<file path="src/rtl/uart_tx_arbiter.sv">
// Round-robin arbiter sharing one UART transmitter among NUM_REQ requesters.
// Optional WAIT-state timeout abort is enabled by defining UART_ARB_TIMEOUT_EN.
module uart_tx_arbiter #(
  parameter int NUM_REQ        = 4,
  parameter int HOLD_CYCLES    = 110,
  parameter int TIMEOUT_CYCLES = 2048
) (
  input  logic                         clk,
  input  logic                         rst,
  input  logic [NUM_REQ-1:0]           req,
  input  logic [8*NUM_REQ-1:0]         req_data,
  output logic [NUM_REQ-1:0]           gnt,
  output logic [NUM_REQ-1:0]           done,
  output logic                         err,
  output logic                         busy,
  output logic [$clog2(NUM_REQ)-1:0]   owner,
  output logic                         tx_new_data,
  output logic [7:0]                   tx_din,
  input  logic                         tx_done
);

  localparam int IW = $clog2(NUM_REQ);
  localparam int HW = $clog2(HOLD_CYCLES + 1);
  localparam logic [HW-1:0] HOLD_LAST = HW'(HOLD_CYCLES - 1);

  typedef enum logic [1:0] {S_IDLE, S_LOAD, S_WAIT} state_t;

  state_t               state_q;
  logic [IW-1:0]        ptr_q, owner_q;
  logic [NUM_REQ-1:0]   gnt_q, done_q;
  logic                 err_q, busy_q, txnew_q, txd_q;
  logic [7:0]           din_q;
  logic [HW-1:0]        hold_q;

`ifdef UART_ARB_TIMEOUT_EN
  localparam int TW = $clog2(TIMEOUT_CYCLES + 1);
  localparam logic [TW-1:0] TO_LAST = TW'(TIMEOUT_CYCLES - 1);
  logic [TW-1:0]        to_q;
`endif

  logic                 found_d;
  logic [IW-1:0]        sel_d, ptr_d;
  logic [7:0]           byte_d;
  int                   idx;

  // Search upward from ptr, wrapping, for the first active request.
  always_comb begin
    found_d = 1'b0;
    sel_d   = '0;
    byte_d  = '0;
    idx     = 0;
    for (int k = 0; k < NUM_REQ; k++) begin
      idx = int'(ptr_q) + k;
      if (idx >= NUM_REQ) idx = idx - NUM_REQ;
      if (!found_d && req[idx]) begin
        found_d = 1'b1;
        sel_d   = IW'(idx);
        byte_d  = req_data[8*idx +: 8];
      end
    end
    ptr_d = (sel_d == IW'(NUM_REQ - 1)) ? '0 : sel_d + IW'(1);
  end

  always_ff @(posedge clk) begin
    if (rst) begin
      state_q <= S_IDLE;
      ptr_q   <= '0;
      owner_q <= '0;
      gnt_q   <= '0;
      done_q  <= '0;
      err_q   <= 1'b0;
      busy_q  <= 1'b0;
      txnew_q <= 1'b0;
      din_q   <= 8'h00;
      hold_q  <= '0;
      txd_q   <= 1'b0;
`ifdef UART_ARB_TIMEOUT_EN
      to_q    <= '0;
`endif
    end else begin
      gnt_q  <= '0;
      done_q <= '0;
      err_q  <= 1'b0;
      txd_q  <= tx_done;
      case (state_q)
        S_IDLE: begin
          if (found_d) begin
            gnt_q   <= NUM_REQ'(1) << sel_d;
            din_q   <= byte_d;
            owner_q <= sel_d;
            ptr_q   <= ptr_d;
            hold_q  <= '0;
            txnew_q <= 1'b1;
            busy_q  <= 1'b1;
            state_q <= S_LOAD;
          end
        end
        S_LOAD: begin
          if (hold_q == HOLD_LAST) begin
            txnew_q <= 1'b0;
            hold_q  <= '0;
`ifdef UART_ARB_TIMEOUT_EN
            to_q    <= '0;
`endif
            state_q <= S_WAIT;
          end else if (hold_q != '1) begin
            hold_q <= hold_q + HW'(1);
          end
        end
        S_WAIT: begin
          // Completion needs a genuine rise; a level already high is not enough.
          if (tx_done && !txd_q) begin
            done_q  <= NUM_REQ'(1) << owner_q;
            busy_q  <= 1'b0;
            hold_q  <= '0;
            state_q <= S_IDLE;
          end
`ifdef UART_ARB_TIMEOUT_EN
          else if (to_q == TO_LAST) begin
            err_q   <= 1'b1;
            busy_q  <= 1'b0;
            hold_q  <= '0;
            state_q <= S_IDLE;
          end else if (to_q != '1) begin
            to_q <= to_q + TW'(1);
          end
`endif
        end
        default: begin
          busy_q  <= 1'b0;
          txnew_q <= 1'b0;
          state_q <= S_IDLE;
        end
      endcase
    end
  end

  assign gnt         = gnt_q;
  assign done        = done_q;
  assign err         = err_q;
  assign busy        = busy_q;
  assign owner       = owner_q;
  assign tx_new_data = txnew_q;
  assign tx_din      = din_q;

endmodule
</file>
<file path="config.mk">
export PLATFORM = sky130hd
export DESIGN_NAME = uart_tx_arbiter
export DESIGN_NICKNAME = d
export VERILOG_FILES = /design/src/rtl/uart_tx_arbiter.sv
export SDC_FILE = /design/constraint.sdc
export NUM_CORES = 1
export LEC_CHECK = 0
export CAP_MARGIN = 15
export CELL_PAD_IN_SITES_DETAIL_PLACEMENT = 1
export CELL_PAD_IN_SITES_GLOBAL_PLACEMENT = 1
export CORE_ASPECT_RATIO = 1.1
export CORE_MARGIN = 2
export CORE_UTILIZATION = 43
export CTS_BUF_LIST = sky130_fd_sc_hd__clkbuf_2
export DETAILED_ROUTE_END_ITERATION = 10
export PLACE_DENSITY_LB_ADDON = 0.1
export SYNTH_ARGS = -nofsm -noshare
export SYNTH_HDL_FRONTEND = slang
export SYNTH_SLANG_ARGS = --single-unit
</file>
<file path="constraint.sdc">
create_clock -name clk -period 9.38 [get_ports clk]
set_input_delay 1.876 -clock clk [delete_from_list [all_inputs] [get_ports clk]]
set_output_delay 1.876 -clock clk [all_outputs]
set_load 0.01 [all_outputs]
</file>
Yosys cells after proc, flatten, opt, wreduce, memory -nomap -nowiden. Index checks and enable logic that the tools add are counted.

Register bits: 32. Output and inout bits: 21. Logic and storage cells: 107.

$add $sub $neg: 9. $lt $le $gt $ge: 8. Eq/ne operators: 9. Shifts and indexed selects: 6. Mux-type cells: 43. Bitwise gates (word level): 5. Reduce and logical (&&, ||, !) cells: 17.

Operators with widths (count): less-than comparator 32 x 4 -> 1 bit, second input constant (4); 2-to-1 mux 32 bit (4); indexed part select 32 x 32 -> 8 bit (4); 2-to-1 mux 8 bit (4); 2-to-1 mux 7 bit (4); one-hot mux 7 bit (3 select lines) (1); 2-to-1 mux 2 bit (8); 2-to-1 mux 1 bit (15); subtractor 3 x 3 -> 4 bit, second input constant (3); greater-or-equal comparator 3 bit, second input constant (3); AND reduction 3 bit (3); binary-select mux 1 bit (select 2 bit) (4); left shift 1 x 2 -> 4 bit, first input constant (2); adder 7 x 1 -> 7 bit, second input constant (1); == test 7 bit, second input constant (1); inequality test 7 bit, second input constant (1); adder 2 x 2 -> 3 bit, second input constant (2); inequality test 2 bit, second input constant (3); one-hot mux 1 bit (3 select lines) (2); one-hot mux 2 bit (3 select lines) (1); OR reduction 3 bit (2); inverter 1 bit (5); == test 2 bit, second input constant (2); logical AND 1 bit (4); 11 further kinds (14).

Depth between registers and ports, before layout. Gate-level depths: netlist (run 1).

Depth after elaboration: 17. Gate-level depth with buffers: 14.

Least setup slack after synthesis (run 1). OpenSTA, ideal clock, no wires.

Kind: in2reg. From: input port req[2]. To: register ptr_q[0]. Setup time: 92 ps. Arrival time: 3632 ps. Path slack: 5656 ps. Cell stages on the path: 8. Cells stage by stage: mux4_2 clkbuf_1 o221ai_1 and2_1 inv_1 ha_1 or3_1 o32ai_1.

Cells in the longest elaborated chain, start to end: 15.

RTL lines: start: declaration (line 10) `input logic [NUM_REQ-1:0] req,`; binary-select mux 1 bit (select 2 bit) (line 55) `if (!found_d && req[idx]) begin`; 2-to-1 mux 1 bit (implied by the code) (2 in a row) (line 55); 2-to-1 mux 1 bit (line 55); zero test 1 bit (line 55); logical AND 1 bit (line 55); 2-to-1 mux 1 bit (line 55); zero test 1 bit (line 55); logical AND 1 bit (line 55); 2-to-1 mux 1 bit (line 55); zero test 1 bit (line 55); logical AND 1 bit (line 55); 2-to-1 mux 2 bit * (line 55); named net sel_d[0] (line 42) `logic [IW-1:0] sel_d, ptr_d;`; adder 2 x 1 -> 2 bit / == test 2 bit (equally long branches) (line 61) `ptr_d = (sel_d == IW'(NUM_REQ - 1)) ? '0 : sel_d + IW'(1);`; 2-to-1 mux 2 bit * (line 61); end signal: assignment (line 91) `ptr_q <= ptr_d;`; end: declaration (line 29) `logic [IW-1:0] ptr_q, owner_q;`.

The timed path passes the listed nets; every way through them passes the cells marked *. The select of a mux whose other input is x is not followed. A chain may end at the register's enable or synchronous reset.

Worst setup path after layout (run 1).
From: register ptr_q[0]. To: register hold_q[6].

Cells in the longest elaborated chain, start to end: 17.

RTL lines: branches (longest 14 deep; another with subtractor 3 x 3 -> 4 bit); 2-to-1 mux 1 bit * (line 55); inequality test 2 bit (no line) *; AND reduction 4 bit (no line) *; end signal: assignment (line 107) `hold_q <= hold_q + HW'(1);`; end: declaration (line 33) `logic [HW-1:0] hold_q;`.

Every way passes the cells marked *. The select of a mux whose other input is x is not followed.

==> results.yml, run 1 <==
run_status:
  status: "finished clean"
synthesis:
  yosysTopAreaCellShare_pct: 24.7
  muxShareOfSynthArea_pct: 32.0
  synth_area_leaders: "dfxtp_1 (25%), mux4_2 (24%), mux2_2 (6.9%)"
  synth_edf_count: 0
  synth_xor_area_share_pct: 0.337
  avgSynthCellArea_um2: 9.91
  syn_inst: 262
  ys_ff_latch: 32
  synth-simple-area-share_pct: 18.8
  synth_top_cell_by_area: "dfxtp_1"
  syn-cell-area_mm2: 0.00260
  synth_warnings: 0
  yosys.area_share.adder_pct: 2.89
  ys_seq_area_share_pct: 24.7
  synth-async-reset-ratio_pct: 0
  synthesis.nets: 307
  synth_top_family_by_area: "multiplexers"
  synth_cell_type_count: 51
  synth-compound-area-share_pct: 15.5
  ys.flop_type: "dfxtp_1"
grt:
  grt_pass1_wl_mm: 11.1
  grt_pass1_vias: 2321
  grt_antenna_before_repair: 0
  grt_max_degree: 52
  grt_usage_pct: 20.5
  grt_overflow: 0
cts:
  clk_path_buf_depth: 2
  cts.repair.resized: 0
  postCtsSetupBuffers: 0
  cts.hold.buffers_added: 0
  htree_levels: 2
  clk_latency_ns: 0.36
  cts.sinks: 32
  numCtsBuffers: 5
  clockRootBuffer: "clkbuf_2"
  cts_tree: "yes"
  clk_pin_slew_ns: 0.18
sta:
  tightestPinTransition_ns: 0.977
  setup_viol: 0
  post-route-min-period_ns: 4.46
  clock.fmax_mhz: 224
  tns_ns: 0
  min_period_over_period_pct: 47.6
  maxSlewHeadroom_pct: 34.8
  drv_slew: 0
  grt_setup_unrepaired: "no"
  setup_ws_ns: 4.92
  hold_viol: 0
  skew_ns: 0.0104
  fin_hold_ws_ns: 0.497
die:
  die_h_um: 85.5
  dieArea_mm2: 0.00668
  core_area_mm2: 0.00581
  rows: 29
  die_w_um: 78.1
  start_util_pct: 44.7
  ios: 60
place:
  portBuffers: 58
  hpwl_mm: 4.93
  gp_congestion: 0.819
  dpl_cell_area_mm2: 0.00318
  dp_cells: 376
  pre_cts_ws_ns: 4.80
power:
  power.total_mw: 0.919
  switching_share_pct: 42.9
  p_switching_mw: 0.394
  ir_drop_mv: 0.160
  pwr-share-seq_pct: 19.9
  clockPowerShare_pct: 10.3
  powerDensity_mw_per_mm2: 283
  p_leak_nw: 1.10
  power_frac_comb_pct: 69.9
  p_int_mw: 0.525
job:
  maxCapViolations: 0
detailed_routing:
  wl_met2_mm: 3.35
  dr_wl_met3_um: 241
  routed_wl_mm: 6.52
  drt-met1-wl_mm: 2.83
  final_antenna_net_count: 0
  via_count: 2352
  viasPerCell: 6.13
  drt-initial-drc-count: 136
  routedWlPerCell_um: 17.0
  drt-pass1-iter-count: 4
  maxUsedRoutingLayer: "met4"
  drc: 0
layout:
  drive_gt1_share_pct: 20.2
  final_util_pct: 56.0
  diodes: 0
  fin_area_mm2: 0.00325
  fin_nets: 351
  final_cells: 384
  synthToLayoutAreaGrowth_pct: 25.1
worst_setup_path:
  crit_chain: "buf_4, inv_1, ha_1, mux4_2, or4_4, o32ai_4, nor2_1, o21ba_1"
  cp_max_fo: 51
  timing.rr.start: "ptr_q[0]$_SDFFE_PP0P_"
  cp.arrival_ns: 4.74
  path_delay_family: "adder cells"
  critical_path_buf_inv_count: 2
  critPathSlowestCell: "ha_1"
  start_kind: "register"
  cp.required_ns: 9.66
  crit_start: "ptr_q[0]$_SDFFE_PP0P_"
  setup.worst_path.class: "register to register"
  crit_path_max_incr_delay_ns: 1.02
  cp-end-kind: "register"
min_path:
  hold_path.class: "register to register"
  min_from: "tx_new_data$_SDFFE_PP0P_"
## synthesized netlist by cell type (2+ instances only)
master    count
o211ai_1      8
mux4_2       28
o21ai_1       3
o31ai_1       3
mux2i_1       2
a211oi_1     10
nor2b_1       3
or2_2         2
dfxtp_1      32
clkbuf_1     14
nor2_1       19
a22oi_1       8
nor4_1        5
a221oi_1      2
buf_2         6
o21ai_0       2
nor3_1       11
buf_6         2
nand3b_1     10
or3_1         5
a21oi_1      11
inv_1         8
nor3b_1       2
ha_1          6
nand2_1      17
mux2_2       16
nand3_1       3
## routing by layer
metal / track usage (%) / vias up
met4: 6.86 / 0
met2: 35.3 / 61
li1: - / 1112
met5: 0 / -
met1: 26.9 / 1169
met3: 2.42 / 10
## logic make-up after synthesis
group           after synthesis
compound gates               55
other cells                   1
fa+ha+maj                     6
mux                          46
xor+xnor                      1
buf+inv                      32
simple gates                 89
flops                        32
## layout make-up
class / instances / area, um2
clock buffers: 5 / 25.0
clock inverters: 3 / 42.5
fillers: 640 / 2560
inverters: 8 / 30.0
multi-input cells: 198 / 1810
flip-flops and latches: 32 / 642
well taps: 77 / 96.3
repair buffers: 61 / 603
## power by group through the flow
stage	sequential, mW	clock (mW)	combinational [mW]
after floorplan	0.191	0	0.485
after global placement	0.186	0	0.637
after detailed placement	0.186	0	0.647
after global routing	0.186	0.102	0.703
final	0.183	0.0942	0.642
after CTS	0.183	0.0973	0.648
## state kept, by name, indices dropped and copies added, names as in the netlist
name and count:
ptr_q 2, txd_q 1, hold_q 7, owner 2, tx_new_data 1, done 4, busy 1, state_q 2
gnt 4, tx_din 8
## worst min-delay path, stage by stage (launching register included)
cell and delay (ns):
dfxtp_1 0.36, inv_1 0.05, o41ai_1 0.06
## cell usage in the layout (no fill, tap or decap), types with 2 or more instances in the layout
| cell type | count |
|---|---|
| nand3b_1 | 10 |
| a21oi_1 | 11 |
| buf_4 | 3 |
| o211ai_1 | 8 |
| inv_1 | 8 |
| or2_2 | 2 |
| nand2_1 | 17 |
| nor3_1 | 11 |
| a211oi_1 | 10 |
| o21ai_1 | 3 |
| nor2_1 | 19 |
| a22oi_1 | 8 |
| mux4_2 | 28 |
| dfxtp_1 | 31 |
| mux2i_1 | 2 |
| o21ai_0 | 2 |
| nor4_1 | 5 |
| mux2_2 | 16 |
| nor3b_1 | 2 |
| a221oi_1 | 2 |
| or3_1 | 5 |
| clkdlybuf4s50_1 | 58 |
| nand3_1 | 3 |
| ha_1 | 6 |
| o31ai_1 | 3 |
| clkbuf_2 | 5 |
| nor2b_1 | 3 |
## worst paths after layout
path | to | slack (ns) | cells after the start
worst min-delay path | tx_new_data$_SDFFE_PP0P_ | 0.50 | 2
worst max register to register | hold_q[6]$_SDFFE_PP0P_ | 4.92 | 8
worst max-delay path | hold_q[6]$_SDFFE_PP0P_ | 4.92 | 8
worst min register to register | tx_new_data$_SDFFE_PP0P_ | 0.50 | 2
Power figures use the tool's default switching activity.
==> inputs of run 2 (changes only) <==
- CORE_UTILIZATION: 43 -> 40
- clock period: 9.38 -> 4.66 ns (I/O delays scaled with it)
==> results.yml, run 2 (synthesis gave the netlist of run 1 again) <==
min_path:
  min_from: "owner[0]$_SDFFE_PP0P_"
  hold_path.class: "register to register"
  holdPathStages: 2
power:
  p_leak_nw: 1.10
  powerDensity_mw_per_mm2: 569
  ir_drop_mv: 0.283
  power.total_mw: 1.86
grt:
  grt_pass1_wl_mm: 11.4
  grt_usage_pct: 19.9
  grt_antenna_before_repair: 0
  grt_max_degree: 51
  grt_pass1_vias: 2338
  grt_overflow: 0
layout:
  fillers: 704
  diodes: 0
  fin_nets: 352
  largest_reg_flops: 8
  final_cell_mix: "clkdlybuf4s50_1 (58), dfxtp_1 (31), mux4_2 (28)"
  synthToLayoutAreaGrowth_pct: 25.5
  layout_commonest_cell: "clkdlybuf4s50_1"
  fin_area_mm2: 0.00326
  drive_gt1_share_pct: 20.5
detailed_routing:
  viasPerCell: 5.99
  final_antenna_net_count: 0
  drt-pass1-iter-count: 4
  routedWlPerCell_um: 16.9
  drc: 0
  drt-initial-drc-count: 56
  via_count: 2323
  routed_wl_mm: 6.55
sta:
  setup_viol: 0
  hold_viol: 0
  grt_setup_unrepaired: "no"
  maxSlewHeadroom_pct: 40.7
  post-route-min-period_ns: 3.20
  tns_ns: 0
  skew_ns: 0.0101
  drv_slew: 0
  fin_hold_ws_ns: 0.501
  clock.fmax_mhz: 313
  tightestPinTransition_ns: 0.887
  min_period_over_period_pct: 68.6
die:
  ios: 60
  core_area_mm2: 0.00623
  rows: 30
  die_h_um: 88.5
  die_w_um: 80.8
  start_util_pct: 41.7
  dieArea_mm2: 0.00716
cts:
  cts.repair.resized: 0
  numCtsBuffers: 5
  clockRootBuffer: "clkbuf_2"
  cts.hold.buffers_added: 0
  clk_pin_slew_ns: 0.17
  postCtsSetupBuffers: 0
  cts.sinks: 32
  htree_levels: 2
  clk_latency_ns: 0.38
  cts_tree: "yes"
  clk_path_buf_depth: 2
worst_setup_path:
  start_kind: "primary input"
  critPathSlowestCell: "mux4_2"
  cp.arrival_ns: 3.49
  cp_max_fo: 15
  cp-end-kind: "register"
  path_delay_family: "simple AND/OR/NAND/NOR gates"
  critical_path_buf_inv_count: 1
  cp.required_ns: 4.95
  setup.worst_path.class: "primary input to register"
  crit_start: "req[2]"
  crit_cells: 6
  reg2reg_depth: 9
  crit_chain: "clkdlybuf4s50_1, mux4_2, or4_4, o32ai_4, nor2_1, o21ba_1"
  timing.rr.start: "ptr_q[0]$_SDFFE_PP0P_"
  crit_path_max_incr_delay_ns: 0.70
  ff2ff_setup_slack_ns: 1.53
job:
  maxCapViolations: 0
place:
  gp_congestion: 0.772
  portBuffers: 58
  hpwl_mm: 4.95
  dpl_cell_area_mm2: 0.00319
run_status:
  status: "finished clean"
==> run 2: cell types whose count changed in the layout (fill, tap and decap cells not counted), sizes merged <==
cell and change:
buf +1
==> run 2: final cells by class <==
class	count	area (um2)	area share, %
Multi-Input combinational cell	198	1810	55.5
Sequential cell	32	642	19.7
Timing Repair Buffer	62	611	18.7
Tap cell	80	100	3.07
Clock inverter	3	42.5	1.30
Inverter	8	30.0	0.921
Clock buffer	5	25.0	0.767
==> run 2: metrics by stage <==
stage               utilization (%)  std cells  setup WS, ns
global placement               51.2        380          1.11
finish                         52.3        388          1.46
global route                   52.3        388          1.22
detailed placement             51.2        380          1.05
CTS                            52.3        388          1.48
floorplan                         -        262          1.25
==> run 2: power by group <==
group / internal (mW) / switching (mW) / total, mW / leakage (nW)
registers: 0.330 / 0.0412 / 0.371 / 0.263
clock network: 0.0896 / 0.101 / 0.190 / 0.0390
logic: 0.642 / 0.653 / 1.29 / 0.801
==> run 2: per-layer routing <==
metal | GRT usage [%] | share of wire (%) | vias to the layer above
li1 | - | - | 1112
met1 | 26.0 | 45 | 1141
met2 | 34.0 | 51 | 58
met3 | 2.24 | 2.9 | 12
met4 | 6.93 | 1.7 | 0
met5 | 0 | 0 | -
==> run 2: final timing paths <==
| kind | to |
|---|---|
| worst max-delay path | hold_q[6]$_SDFFE_PP0P_ |
| worst min register to register | done[1]$_SDFF_PP0_ |
| worst max register to register | ptr_q[0]$_SDFFE_PP0P_ |
| worst min-delay path | done[1]$_SDFF_PP0_ |
==> run 2: worst register-to-register path, delay by kind of cell (launching register included) <==
| family | cells | cell delay (ns) |
|---|---|---|
| flip-flops | 1 | 0.36 |
| multiplexers | 1 | 0.75 |
| AND/OR/NAND/NOR | 2 | 0.44 |
| adder cells (fa/ha/maj) | 1 | 0.22 |
| buffers and inverters | 2 | 0.71 |
| AO/OA/AOI/OAI | 3 | 0.58 |
==> RTL edit 1, RTL diff (flow settings as in run 2) <==
Add a define of `UART_ARB_TIMEOUT_EN`.
--- a/src/rtl/uart_tx_arbiter.sv
+++ b/src/rtl/uart_tx_arbiter.sv
@@ -1,5 +1,7 @@
 // Round-robin arbiter sharing one UART transmitter among NUM_REQ requesters.
 // Optional WAIT-state timeout abort is enabled by defining UART_ARB_TIMEOUT_EN.
+`define UART_ARB_TIMEOUT_EN
+
 module uart_tx_arbiter #(
   parameter int NUM_REQ        = 4,
   parameter int HOLD_CYCLES    = 110,
Function: no difference found for any inputs over 4 cycles, from zero or initial values and one cycle with rst high; that may be too few to reach the edited logic, so the function may still have changed.
==> RTL edit 1 against run 2 <==
- critical path depth is 3 higher
- wire length rose by 31%
- register-to-register slack improved by 50 ps
- final area is 22% higher
- setup slack worse by 210 ps
- sequential cell count grew 13
- combinational power fell by 22%
- hold slack worse by 6.1 ps
- count of clock-buffer cells in the layout increased by 1
- area after synthesis up 27%
- total power down 7.9%
- critical endpoint is now ptr_q[0]
- largest power group unchanged
==> RTL edit 1: results (changes against run 2) <==
status: "complete, no violations"
clockRootBuffer: "clkbuf_2"
drive_gt1_frac: 0.177  # -0.0273
largest_reg_flops: 12  # +4
fin_cells: 503  # +30%
async_flop_share: 0  # unchanged
ir_worst_vdd_v: 0.000352  # +24%
gr-usage-met1: 0.258  # -0.00204
dp_hpwl_um: 6510  # +32%
synth_warnings: 0  # unchanged
grt_use_met3: 0.0258  # +0.00331
grt_max_degree: 49  # -3.9%
post_drt_via_cell_ratio: 5.85  # -2.3%
top_register: "to_q"
synth_nets: 397  # +29%
p_leak_uw: 0.00133  # +20%
port_buffers: 59  # +1.7%
arrival_ps: 3750  # +260 ps
place_area_mm2: 0.00393  # +23%
met2_length_um: 4320  # +30%
ys_types: 50  # -2.0%
crit_fanout: 19  # +4
gp_congestion: 0.739  # -4.3%
synth.top_cells.by_area: "dfxtp_1 27%, mux4_2 19%, mux2_2 6.8%"
synthCells: 351  # +34%
dp_slack_ps: 806  # -242 ps
fin_skew_ps: 22.6  # +12.5 ps
grt_pass1_vias: 3042  # +30%
cts_buffers: 5  # unchanged
fin_nets: 440  # +25%
wl_met3_um: 277  # +45%
drt-met1-wl_um: 3860  # +32%
clock_latency_ps: 420  # +40 ps
cts.path.max_buffers: 2  # unchanged
highest_layer: "met4"
fillers: 933  # +33%
r2r_cells: 7  # -2
grt_pass1_wl_um: 14800  # +31%
drt_iter0_drc: 112  # +100%
worst_pin_slew_ps: 660  # -228 ps
synthTopCellsByCount: "45 x dfxtp_1, 31 x nand2_1, 30 x a21oi_1, 28 x mux4_2, 24 x nor2_1"
use_met2: 0.349  # +0.00868
grt_usage: 0.198  # -0.00111
cts.repair.resized: 0  # unchanged
detail_route.wl_per_cell_um: 17.0  # +0.86%
clk_pin_slew_ps: 230  # +60 ps
synth-seq-area-share: 0.272  # +0.0255
holdPathStages: 2  # unchanged
firstDrtPassIters: 4  # unchanged
==> RTL edit 1: cell types whose count changed after synthesis, moves of 5 or more <==
cell	change
a21oi_1	+19
nor2_1	+5
nand2_1	+14
o21ai_0	+13
dfxtp_1	+13
o211ai_1	-6
nand3_1	+10
nand3b_1	-8
a22oi_1	+8
o22ai_1	+9
==> RTL edit 1: logic make-up after synthesis <==
family	Yosys count	share of synthesized area
adders and majority gates	7	0.0265
AOI/OAI and AO/OA	97	0.198
xor gates and xnor gates	3	0.00794
buffers and inverters	34	0.0506
and+or+nand+nor	113	0.173
DFF	45	0.272
muxes	52	0.272
==> RTL edit 1: final timing paths <==
kind	end	startpoint	slack, ps
setup / recovery	ptr_q[0]	req[2]	1260
hold / removal	to_q[1]	to_q[1]	490
setup reg to reg	hold_q[1]	ptr_q[0]	1580
hold reg to reg	to_q[1]	to_q[1]	490
==> RTL edit 1: where the power goes <==
| part | leakage, uW | switching [uW] | internal (uW) |
|---|---|---|---|
| clock network | 0.0000406 | 126 | 91.4 |
| registers | 0.000368 | 45.5 | 440 |
| logic | 0.000918 | 504 | 502 |
| total | 0.00133 | 676 | 1030 |
==> RTL edit 1: final cells by class <==
type / count / area, um2 / area share
multi-input combinational: 272 / 2240 / 0.561
timing repair buffer: 64 / 628 / 0.157
clock inverter: 2 / 33.8 / 0.00846
tap: 108 / 135 / 0.0338
sequential: 45 / 902 / 0.226
inverter: 6 / 22.5 / 0.00564
clock buffer: 6 / 30.0 / 0.00752
==> RTL edit 1: worst max-delay path, cell delays in order <==
cell             delay (ps)
clkdlybuf4s50_1         680
mux4_2                  570
or2_4                   220
a21oi_1                  40
nor4_1                  410
inv_1                   160
ha_1                    220
or3_1                   360
a21oi_1                 150
==> RTL edit 2, RTL diff (config.mk and constraints of run 2) <==
Made on the original files. Encoding of `state_t`: now one-hot (3 bits for 3 states).
--- a/src/rtl/uart_tx_arbiter.sv
+++ b/src/rtl/uart_tx_arbiter.sv
@@ -23,7 +23,7 @@
   localparam int HW = $clog2(HOLD_CYCLES + 1);
   localparam logic [HW-1:0] HOLD_LAST = HW'(HOLD_CYCLES - 1);
 
-  typedef enum logic [1:0] {S_IDLE, S_LOAD, S_WAIT} state_t;
+  typedef enum logic [2:0] {S_IDLE = 3'b001, S_LOAD = 3'b010, S_WAIT = 3'b100} state_t;
 
   state_t               state_q;
   logic [IW-1:0]        ptr_q, owner_q;
Behaviour: no difference found for any inputs over 4 cycles, from zero or initial values and one cycle with rst high; so few cycles prove little.
==> RTL edit 2 against run 2 <==
- sequential power increased by 13%
- area after synthesis is 2.8% higher
- critical endpoint is now ptr_q[0]
- hold slack better by 1.9 ps
- clock power is 31% lower
- sequential share of layout area is 0.31 points higher
- non-clock buffer count down 1
- sequential cell count increased by 1
- final area up 1.5%
- wire length up 8.5%
- setup slack got worse by 79 ps
- total power fell by 7.3%
==> RTL edit 2: results (changes against run 2) <==
fin_nets: 360  # +2.3%
grt_pass1_wl_um: 12100  # +6.3%
grt_usage: 0.207  # +0.00819
drive_gt1_frac: 0.209  # +0.00432
synthTopCellsByCount: "33 x dfxtp_1, 28 x mux4_2, 20 x nor2_1, 17 x a21oi_1"
synth-seq-area-share: 0.247  # +0.000679
fin_skew_ps: 22.7  # +12.6 ps
post_drt_via_cell_ratio: 5.87  # -2.0%
synth_xor_xnor_area_share: 0.00328  # -0.0000932
dp_hpwl_um: 5370  # +8.6%
grt_pass1_vias: 2412  # +3.2%
nonClkBufAreaFrac: 0.182  # -0.00503
p_int_uw: 957  # -9.9%
cp_top_family: "compound AO/OA/AOI/OAI gates"
crit_fanout: 12  # -3
drt_iter0_drc: 41  # -27%
status: "complete, no violations"
drt-met1-wl_um: 3140  # +7.3%
multi_input_area_share: 0.567  # +0.0122
worst_pin_slew_ps: 952  # +64.3 ps
p_seq_uw: 420  # +13%
synth_nets: 313  # +2.0%
wl_met3_um: 262  # +37%
power_density_mw_per_mm2: 520  # -8.6%
arrival_ps: 3540  # +50 ps
clock_area_frac: 0.0113  # -0.00938
## RTL edit 2: changes by cell type after synthesis, moves of 4 or more
| cell | change |
|---|---|
| a21oi_1 | +6 |
| and3_1 | +4 |
| mux2i_1 | +7 |
| nand3b_1 | -9 |
| nor3_1 | -10 |
| o211ai_1 | -8 |
| o21ai_0 | +14 |
| or3_1 | -4 |
## RTL edit 2: cell families (layout without fill, tap and decap cells)
family                   count (synthesis)  in the layout
multiplexers                            53             53
adder cells (fa/ha/maj)                  6              6
flip-flops                              33             33
AO/OA/AOI/OAI                           74             74
buffers and inverters                   28             76
AND/OR/NAND/NOR                         72             72
XOR/XNOR                                 1              1
other                                    1              1
## RTL edit 2: stage by stage
step	setup slack (ps)	instances	utilization	hold slack [ps]	instance area (um2)
6_report	1380	398	0.508	503	3310
5_1_grt	1240	398	0.508	546	3310
4_1_cts	1410	398	0.508	510	3310
3_5_place_dp	954	390	0.502	472	3270
3_3_place_gp	1100	390	0.502	460	3270
2_1_floorplan	1620	268	-	441	2670
